[src/rtl/cnn_mul_arb_pkg.sv]
// Shared widths, the pipeline stage record and the product helper for the
// cnn_mul_arb multiplier arbiter.
package cnn_mul_arb_pkg;

  localparam int A_W  = 14;
  localparam int B_W  = 7;
  localparam int P_W  = 21;
  localparam int ID_W = 3;

  // One pipeline slot: valid flag, product and owning requester index.
  typedef struct packed {
    logic                  valid;
    logic signed [P_W-1:0] p;
    logic [ID_W-1:0]       id;
  } stage_t;

  // Exact signed(a) * unsigned(b). The 21-bit result holds every possible
  // product, so truncating the 21x21 multiply loses nothing.
  function automatic logic signed [P_W-1:0] mul_ab(
    input logic signed [A_W-1:0] a,
    input logic [B_W-1:0]        b
  );
    return P_W'(a) * P_W'($signed({1'b0, b}));
  endfunction

endpackage

[src/rtl/cnn_mul_arb_if.sv]
// Requester/response bundle of cnn_mul_arb. The master side drives
// operands and the downstream ready; the slave side is the arbiter.
interface cnn_mul_arb_if #(
  parameter int NREQ = 4
) ();
  import cnn_mul_arb_pkg::*;

  logic [NREQ-1:0]       req_valid;
  logic [NREQ*A_W-1:0]   req_a;
  logic [NREQ*B_W-1:0]   req_b;
  logic [NREQ-1:0]       req_ready;
  logic                  rsp_valid;
  logic                  rsp_ready;
  logic signed [P_W-1:0] rsp_p;
  logic [ID_W-1:0]       rsp_id;

  modport master (
    output req_valid, req_a, req_b, rsp_ready,
    input  req_ready, rsp_valid, rsp_p, rsp_id
  );

  modport slave (
    input  req_valid, req_a, req_b, rsp_ready,
    output req_ready, rsp_valid, rsp_p, rsp_id
  );

endinterface

[src/rtl/cnn_mul_arb_rr.sv]
// Circular-priority picker: first set bit of req_i at or above rr_ptr_i,
// wrapping around. Purely combinational.
module cnn_mul_arb_rr #(
  parameter  int NREQ  = 4,
  localparam int PTR_W = $clog2(NREQ)
) (
  input  logic [NREQ-1:0]  req_i,
  input  logic [PTR_W-1:0] rr_ptr_i,
  output logic [NREQ-1:0]  grant_o,
  output logic [PTR_W-1:0] idx_o,
  output logic             any_o
);

  int               pos_s;
  logic [PTR_W-1:0] pos_idx_s;
  logic             hit_s;

  // Walk every position once starting at the pointer; the first request wins.
  always_comb begin
    grant_o   = '0;
    idx_o     = '0;
    any_o     = 1'b0;
    pos_s     = 0;
    pos_idx_s = '0;
    hit_s     = 1'b0;
    for (int k = 0; k < NREQ; k++) begin
      pos_s            = (int'(rr_ptr_i) + k) % NREQ;
      pos_idx_s        = PTR_W'(pos_s);
      hit_s            = req_i[pos_idx_s] && !any_o;
      grant_o[pos_idx_s] = hit_s;
      idx_o            = hit_s ? pos_idx_s : idx_o;
      any_o            = any_o | req_i[pos_idx_s];
    end
  end

endmodule

[src/rtl/cnn_mul_arb.sv]
// Round-robin arbiter sharing one 14x7 signed multiplier among NREQ
// requesters, with a valid/ready pipelined response.
// Optional macro CNN_MUL_ARB_OREG_EN adds an output register stage after the
// multiply stage (latency 2 instead of 1, same throughput).
module cnn_mul_arb
  import cnn_mul_arb_pkg::*;
#(
  parameter int NREQ  = 4,
  parameter int CNT_W = 32
) (
  input  logic             ap_clk,
  input  logic             ap_rst,
  cnn_mul_arb_if.slave     bus,
  output logic [CNT_W-1:0] issue_cnt
);

  localparam int PTR_W = $clog2(NREQ);

  logic [PTR_W-1:0]      rr_ptr_q, rr_ptr_d;
  logic [CNT_W-1:0]      issue_cnt_q, issue_cnt_d;
  stage_t                s1_q, s1_d;
  logic [NREQ-1:0]       grant_s;
  logic [PTR_W-1:0]      gnt_idx_s;
  logic                  gnt_any_s;
  logic                  s1_ready_s;
  logic                  s1_next_ready_s;
  logic                  xfer_s;
  logic signed [A_W-1:0] a_sel_s;
  logic [B_W-1:0]        b_sel_s;

  cnn_mul_arb_rr #(.NREQ(NREQ)) u_rr (
    .req_i    (bus.req_valid),
    .rr_ptr_i (rr_ptr_q),
    .grant_o  (grant_s),
    .idx_o    (gnt_idx_s),
    .any_o    (gnt_any_s)
  );

`ifdef CNN_MUL_ARB_OREG_EN
  stage_t s2_q, s2_d;
  logic   s2_ready_s;

  // Output stage takes the multiply stage whenever it is empty or drained.
  always_comb begin
    s2_ready_s = !s2_q.valid || bus.rsp_ready;
    s2_d       = s2_q;
    if (s2_ready_s) begin
      s2_d = s1_q;
    end else begin
      s2_d = s2_q;
    end
  end

  // Output stage register; reset drops any held product.
  always_ff @(posedge ap_clk) begin
    if (ap_rst) begin
      s2_q <= '0;
    end else begin
      s2_q <= s2_d;
    end
  end

  assign s1_next_ready_s = s2_ready_s;
  assign bus.rsp_valid   = s2_q.valid;
  assign bus.rsp_p       = s2_q.p;
  assign bus.rsp_id      = s2_q.id;
`else
  assign s1_next_ready_s = bus.rsp_ready;
  assign bus.rsp_valid   = s1_q.valid;
  assign bus.rsp_p       = s1_q.p;
  assign bus.rsp_id      = s1_q.id;
`endif

  // Grant only when the multiply stage can take a new operand pair and not in reset.
  always_comb begin
    s1_ready_s    = !s1_q.valid || s1_next_ready_s;
    bus.req_ready = '0;
    xfer_s        = 1'b0;
    if (s1_ready_s && !ap_rst) begin
      bus.req_ready = grant_s;
      xfer_s        = gnt_any_s;
    end else begin
      bus.req_ready = '0;
      xfer_s        = 1'b0;
    end
  end

  // Operand mux steered by the granted index.
  always_comb begin
    a_sel_s = '0;
    b_sel_s = '0;
    for (int i = 0; i < NREQ; i++) begin
      a_sel_s = (gnt_idx_s == PTR_W'(i)) ? bus.req_a[i*A_W +: A_W] : a_sel_s;
      b_sel_s = (gnt_idx_s == PTR_W'(i)) ? bus.req_b[i*B_W +: B_W] : b_sel_s;
    end
  end

  // Multiply stage: load on transfer, empty when drained, otherwise hold.
  always_comb begin
    s1_d = s1_q;
    if (xfer_s) begin
      s1_d.valid = 1'b1;
      s1_d.p     = mul_ab(a_sel_s, b_sel_s);
      s1_d.id    = ID_W'(gnt_idx_s);
    end else if (s1_next_ready_s) begin
      s1_d.valid = 1'b0;
    end else begin
      s1_d = s1_q;
    end
  end

  // Round-robin pointer and accepted-request counter advance on transfer.
  always_comb begin
    rr_ptr_d    = rr_ptr_q;
    issue_cnt_d = issue_cnt_q;
    if (xfer_s) begin
      rr_ptr_d    = (gnt_idx_s == PTR_W'(NREQ - 1)) ? '0 : gnt_idx_s + PTR_W'(1);
      issue_cnt_d = issue_cnt_q + CNT_W'(1);
    end else begin
      rr_ptr_d    = rr_ptr_q;
      issue_cnt_d = issue_cnt_q;
    end
  end

  // State registers with synchronous reset.
  always_ff @(posedge ap_clk) begin
    if (ap_rst) begin
      rr_ptr_q    <= '0;
      issue_cnt_q <= '0;
      s1_q        <= '0;
    end else begin
      rr_ptr_q    <= rr_ptr_d;
      issue_cnt_q <= issue_cnt_d;
      s1_q        <= s1_d;
    end
  end

  assign issue_cnt = issue_cnt_q;

endmodule

[src/flat_wrapper.sv]
// flat-port wrapper written by rule: the top's interface ports become plain ports
module cnn_mul_arb_flat import cnn_mul_arb_pkg::*;
#(
  parameter int NREQ  = 4,
  parameter int CNT_W = 32
)
  (ap_clk, ap_rst, issue_cnt, bus_req_valid, bus_req_a, bus_req_b, bus_rsp_ready, bus_req_ready, bus_rsp_valid, bus_rsp_p, bus_rsp_id);
  cnn_mul_arb_if #(.NREQ(NREQ)) bus_i ();
  input  logic ap_clk;
  input  logic ap_rst;
  output logic [CNT_W-1:0] issue_cnt;
  input wire logic [$bits(bus_i.req_valid)-1:0] bus_req_valid;
  input wire logic [$bits(bus_i.req_a)-1:0] bus_req_a;
  input wire logic [$bits(bus_i.req_b)-1:0] bus_req_b;
  input wire logic [$bits(bus_i.rsp_ready)-1:0] bus_rsp_ready;
  output wire logic [$bits(bus_i.req_ready)-1:0] bus_req_ready;
  output wire logic [$bits(bus_i.rsp_valid)-1:0] bus_rsp_valid;
  output wire logic [$bits(bus_i.rsp_p)-1:0] bus_rsp_p;
  output wire logic [$bits(bus_i.rsp_id)-1:0] bus_rsp_id;
  assign bus_i.req_valid = bus_req_valid;
  assign bus_i.req_a = bus_req_a;
  assign bus_i.req_b = bus_req_b;
  assign bus_i.rsp_ready = bus_rsp_ready;
  assign bus_req_ready = bus_i.req_ready;
  assign bus_rsp_valid = bus_i.rsp_valid;
  assign bus_rsp_p = bus_i.rsp_p;
  assign bus_rsp_id = bus_i.rsp_id;
  cnn_mul_arb #(.NREQ(NREQ), .CNT_W(CNT_W)) u_core (.ap_clk(ap_clk), .ap_rst(ap_rst), .bus(bus_i), .issue_cnt(issue_cnt));
endmodule
[config.mk]
export PLATFORM = sky130hd
export DESIGN_NAME = cnn_mul_arb_flat
export DESIGN_NICKNAME = d
export VERILOG_FILES = /design/src/rtl/cnn_mul_arb_pkg.sv /design/src/rtl/cnn_mul_arb_if.sv /design/src/rtl/cnn_mul_arb_rr.sv /design/src/rtl/cnn_mul_arb.sv /design/src/flat_wrapper.sv
export SDC_FILE = /design/constraint.sdc
export NUM_CORES = 1
export LEC_CHECK = 0
export CAP_MARGIN = 40
export CORE_MARGIN = 4
export CORE_UTILIZATION = 48
export DETAILED_ROUTE_END_ITERATION = 8
export GPL_ROUTABILITY_DRIVEN = 0
export MAX_ROUTING_LAYER = met4
export PLACE_DENSITY_LB_ADDON = 0.12
export SYNTH_ARGS = -nofsm -noshare
export SYNTH_HDL_FRONTEND = slang
export SYNTH_HIERARCHICAL = 1
export SYNTH_SLANG_ARGS = --single-unit
[constraint.sdc]
create_clock -name ap_clk -period 7.4 [get_ports ap_clk]
set_input_delay 1.48 -clock ap_clk [delete_from_list [all_inputs] [get_ports ap_clk]]
set_output_delay 1.48 -clock ap_clk [all_outputs]
set_load 0.05 [all_outputs]
==> impl_metrics.yaml <==
outcome:
  outcome: "finished, violations left"
  violations: "negative setup slack"
floorplanning:
  dieArea_mm2: 0.01647
  die_h_um: 128.3
  die_x_um: 128.3
  start_util: 0.4949
  rows: 43
  pin_count: 152
  core_area_mm2: 0.01404
synthesis:
  synth_area_per_cell_um2: 8.034
  netlist.area_leader.share: 0.2132
  seq_area_frac_synth: 0.1671
  syn-num-nets: 1081
  async_reset_ff_frac: 0
  synth.distinct_cells: 64
  netlist_area_mm2: 0.006949
  synth_area_leaders: "fa_1 (21%), dfxtp_1 (17%), ha_1 (9.2%), inv_1 (6.6%), nor2_1 (5.7%)"
  synth_ff_type: "dfxtp_1"
  yosys_warnings: 6
  netlist.top_cell.by_area: "fa_1"
  syn_inst: 865
  synth_edf_count: 0
  ys_seq_elements: 58
global_routing:
  antenna_found_initial: 0
  grt_max_degree: 47
  grt_usage: 0.2538
  grt_pass1_vias: 7351
  grt_pass1_wl_um: 33630
  overflow: 0
timing:
  maxSlewHeadroom: 0.6373
  worstMarginPinSlew_ns: 0.5423
  fmax_mhz: 134.9
  finalSetupViolations: 1
  hold_viol_final: 0
  timing.final.crit_period_ns: 7.414
  setup_ws_ns: -0.01414
  grt_setup_unrepaired: "yes"
  slew_viol_final: 0
  finClkSkew_ns: 0.003735
  finalSetupTns_ns: -0.01414
  holdWs_ns: 0.4539
  fin_crit_sh: 1.002
clocking:
  holdBufCountCts: 0
  cts_tree: "built"
  cts_root_buf: "clkbuf_16"
  cts.clk_slew.worst_paths_ns: 0.05
  h-tree-depth: 3
  clk_path_buf_depth: 2
  cts_inserted_buffers: 9
  insertion_delay_ns: 0.33
  cts_sinks: 58
cells_and_area:
  drive_gt1_frac: 0.2977
  layoutNonFillerInstCount: 1349
  num-fill-cells: 897
  utilization: 0.7887
  num_antenna_cells: 0
  syn2layout_area_growth_pct: 59.38
  nets: 1380
route:
  drtIter0Drc: 503
  wl_um: 22380
  avgRoutedWirePerCell_um: 16.59
  drc: 0
  ant_nets: 0
  vias_per_cell: 5.483
  vias: 7396
  dr.pass1.iters: 6
worst_setup_path:
  end_kind: "flop"
  start_kind: "input port"
  crit_path_max_fanout: 5
  path_class: "input port to flop"
  cp_common_cell: "fa_1"
  required_ns: 7.64
  reg2reg_slack_ns: 0.49
  cp_slowest_cell: "mux4_2"
  cp.arrival_ns: 7.65
  max_stage_delay_ns: 0.55
placement:
  portBuffers: 150
  hpwl_um: 14960
  dp_cells: 1292
job:
  drv_cap: 0
worst_hold_path:
  hp-class: "flop to flop"
[flip-flops by register name, summed over array words and instances (netlist names)]
| signal | count |
|---|---|
| u_core/issue_cnt | 32 |
| u_core/bus.rsp_valid | 1 |
| u_core/bus.rsp_p | 21 |
| u_core/rr_ptr_q | 2 |
| u_core/bus.rsp_id | 2 |
[synthesized netlist by cell type, drive strengths merged (24+ instances only)]
cell	n
nor2b	30
nand3	32
nand2	42
inv	123
dfxtp	58
a21oi	48
nor3	31
fa	74
ha	51
or2	24
o21ai	25
a221oi	25
clkbuf	34
nor2	105
[timing repair]
action / in CTS / in global routing
cloned: 4 / 2
buffers inserted: 20 / 15
pin swaps: 35 / 73
gates resized for setup: 66 / 106
endpoints found under the setup margin: 12 / 13
[logic make-up after synthesis]
| family | share of synthesized area |
|---|---|
| adder cells (fa/ha/maj) | 0.3050 |
| buffers and inverters | 0.09417 |
| other | 0.0005396 |
| flip-flops | 0.1671 |
| multiplexers | 0.01440 |
| AO/OA/AOI/OAI | 0.1444 |
| XOR/XNOR | 0.03907 |
| AND/OR/NAND/NOR | 0.2353 |
[final timing paths]
| check | startpoint | end | cells after the start |
|---|---|---|---|
| min | u_core/bus.rsp_p[1] | u_core/bus.rsp_p[1] | 2 |
| max reg2reg | u_core/rr_ptr_q[1] | u_core/bus.rsp_p[19] | 30 |
| min reg2reg | u_core/bus.rsp_p[1] | u_core/bus.rsp_p[1] | 2 |
| max | bus_req_valid[2] | u_core/bus.rsp_p[19] | 29 |
[worst max-delay path, delay by kind of cell]
family | cells | cell delay [ns]
AO/OA/AOI/OAI | 6 | 0.86
buffers and inverters | 10 | 1.09
AND/OR/NAND/NOR | 6 | 1.07
adder cells (fa/ha/maj) | 6 | 2.56
multiplexers | 1 | 0.55
[layout by cell type, fill, tap and decap left out, types with 28 or more instances in the layout]
master           instances
dfxtp_1                 58
fa_1                    69
nand2_1                 39
buf_4                  157
nand3_1                 28
clkdlybuf4s50_1        146
a21oi_1                 31
nor2_1                  98
ha_1                    33
inv_1                  110
[layer usage]
metal / vias to the layer above / GRT usage / routed length [um]
li1: 3511 / - / -
met5: - / - / 0
met1: 3567 / 0.3105 / 8908
met3: 66 / 0.03083 / 1087
met2: 252 / 0.4496 / 11690
met4: 0 / 0.05368 / 690
[final cells by class]
type	count	area (um^2)	area share
Sequential cell	58	1161	0.1048
Timing Repair Buffer	333	3050	0.2754
Inverter	124	465.4	0.04202
Multi-Input combinational cell	638	5868	0.5298
Clock inverter	6	66.31	0.005987
Clock buffer	10	239.0	0.02158
Tap cell	180	225.2	0.02033
[per-stage QoR]
step | setup WS (ns) | cell area [um^2]
6_report | -0.01414 | 11080
5_1_grt | -0.1762 | 11080
4_1_cts | 0.02127 | 10440
3_5_place_dp | -0.7630 | 9648
3_3_place_gp | -0.6265 | 9633
2_1_floorplan | 0.002455 | 7038
Power is not shown: default switching activity piles up to over one toggle a cycle in this logic, so the estimate is an artifact.
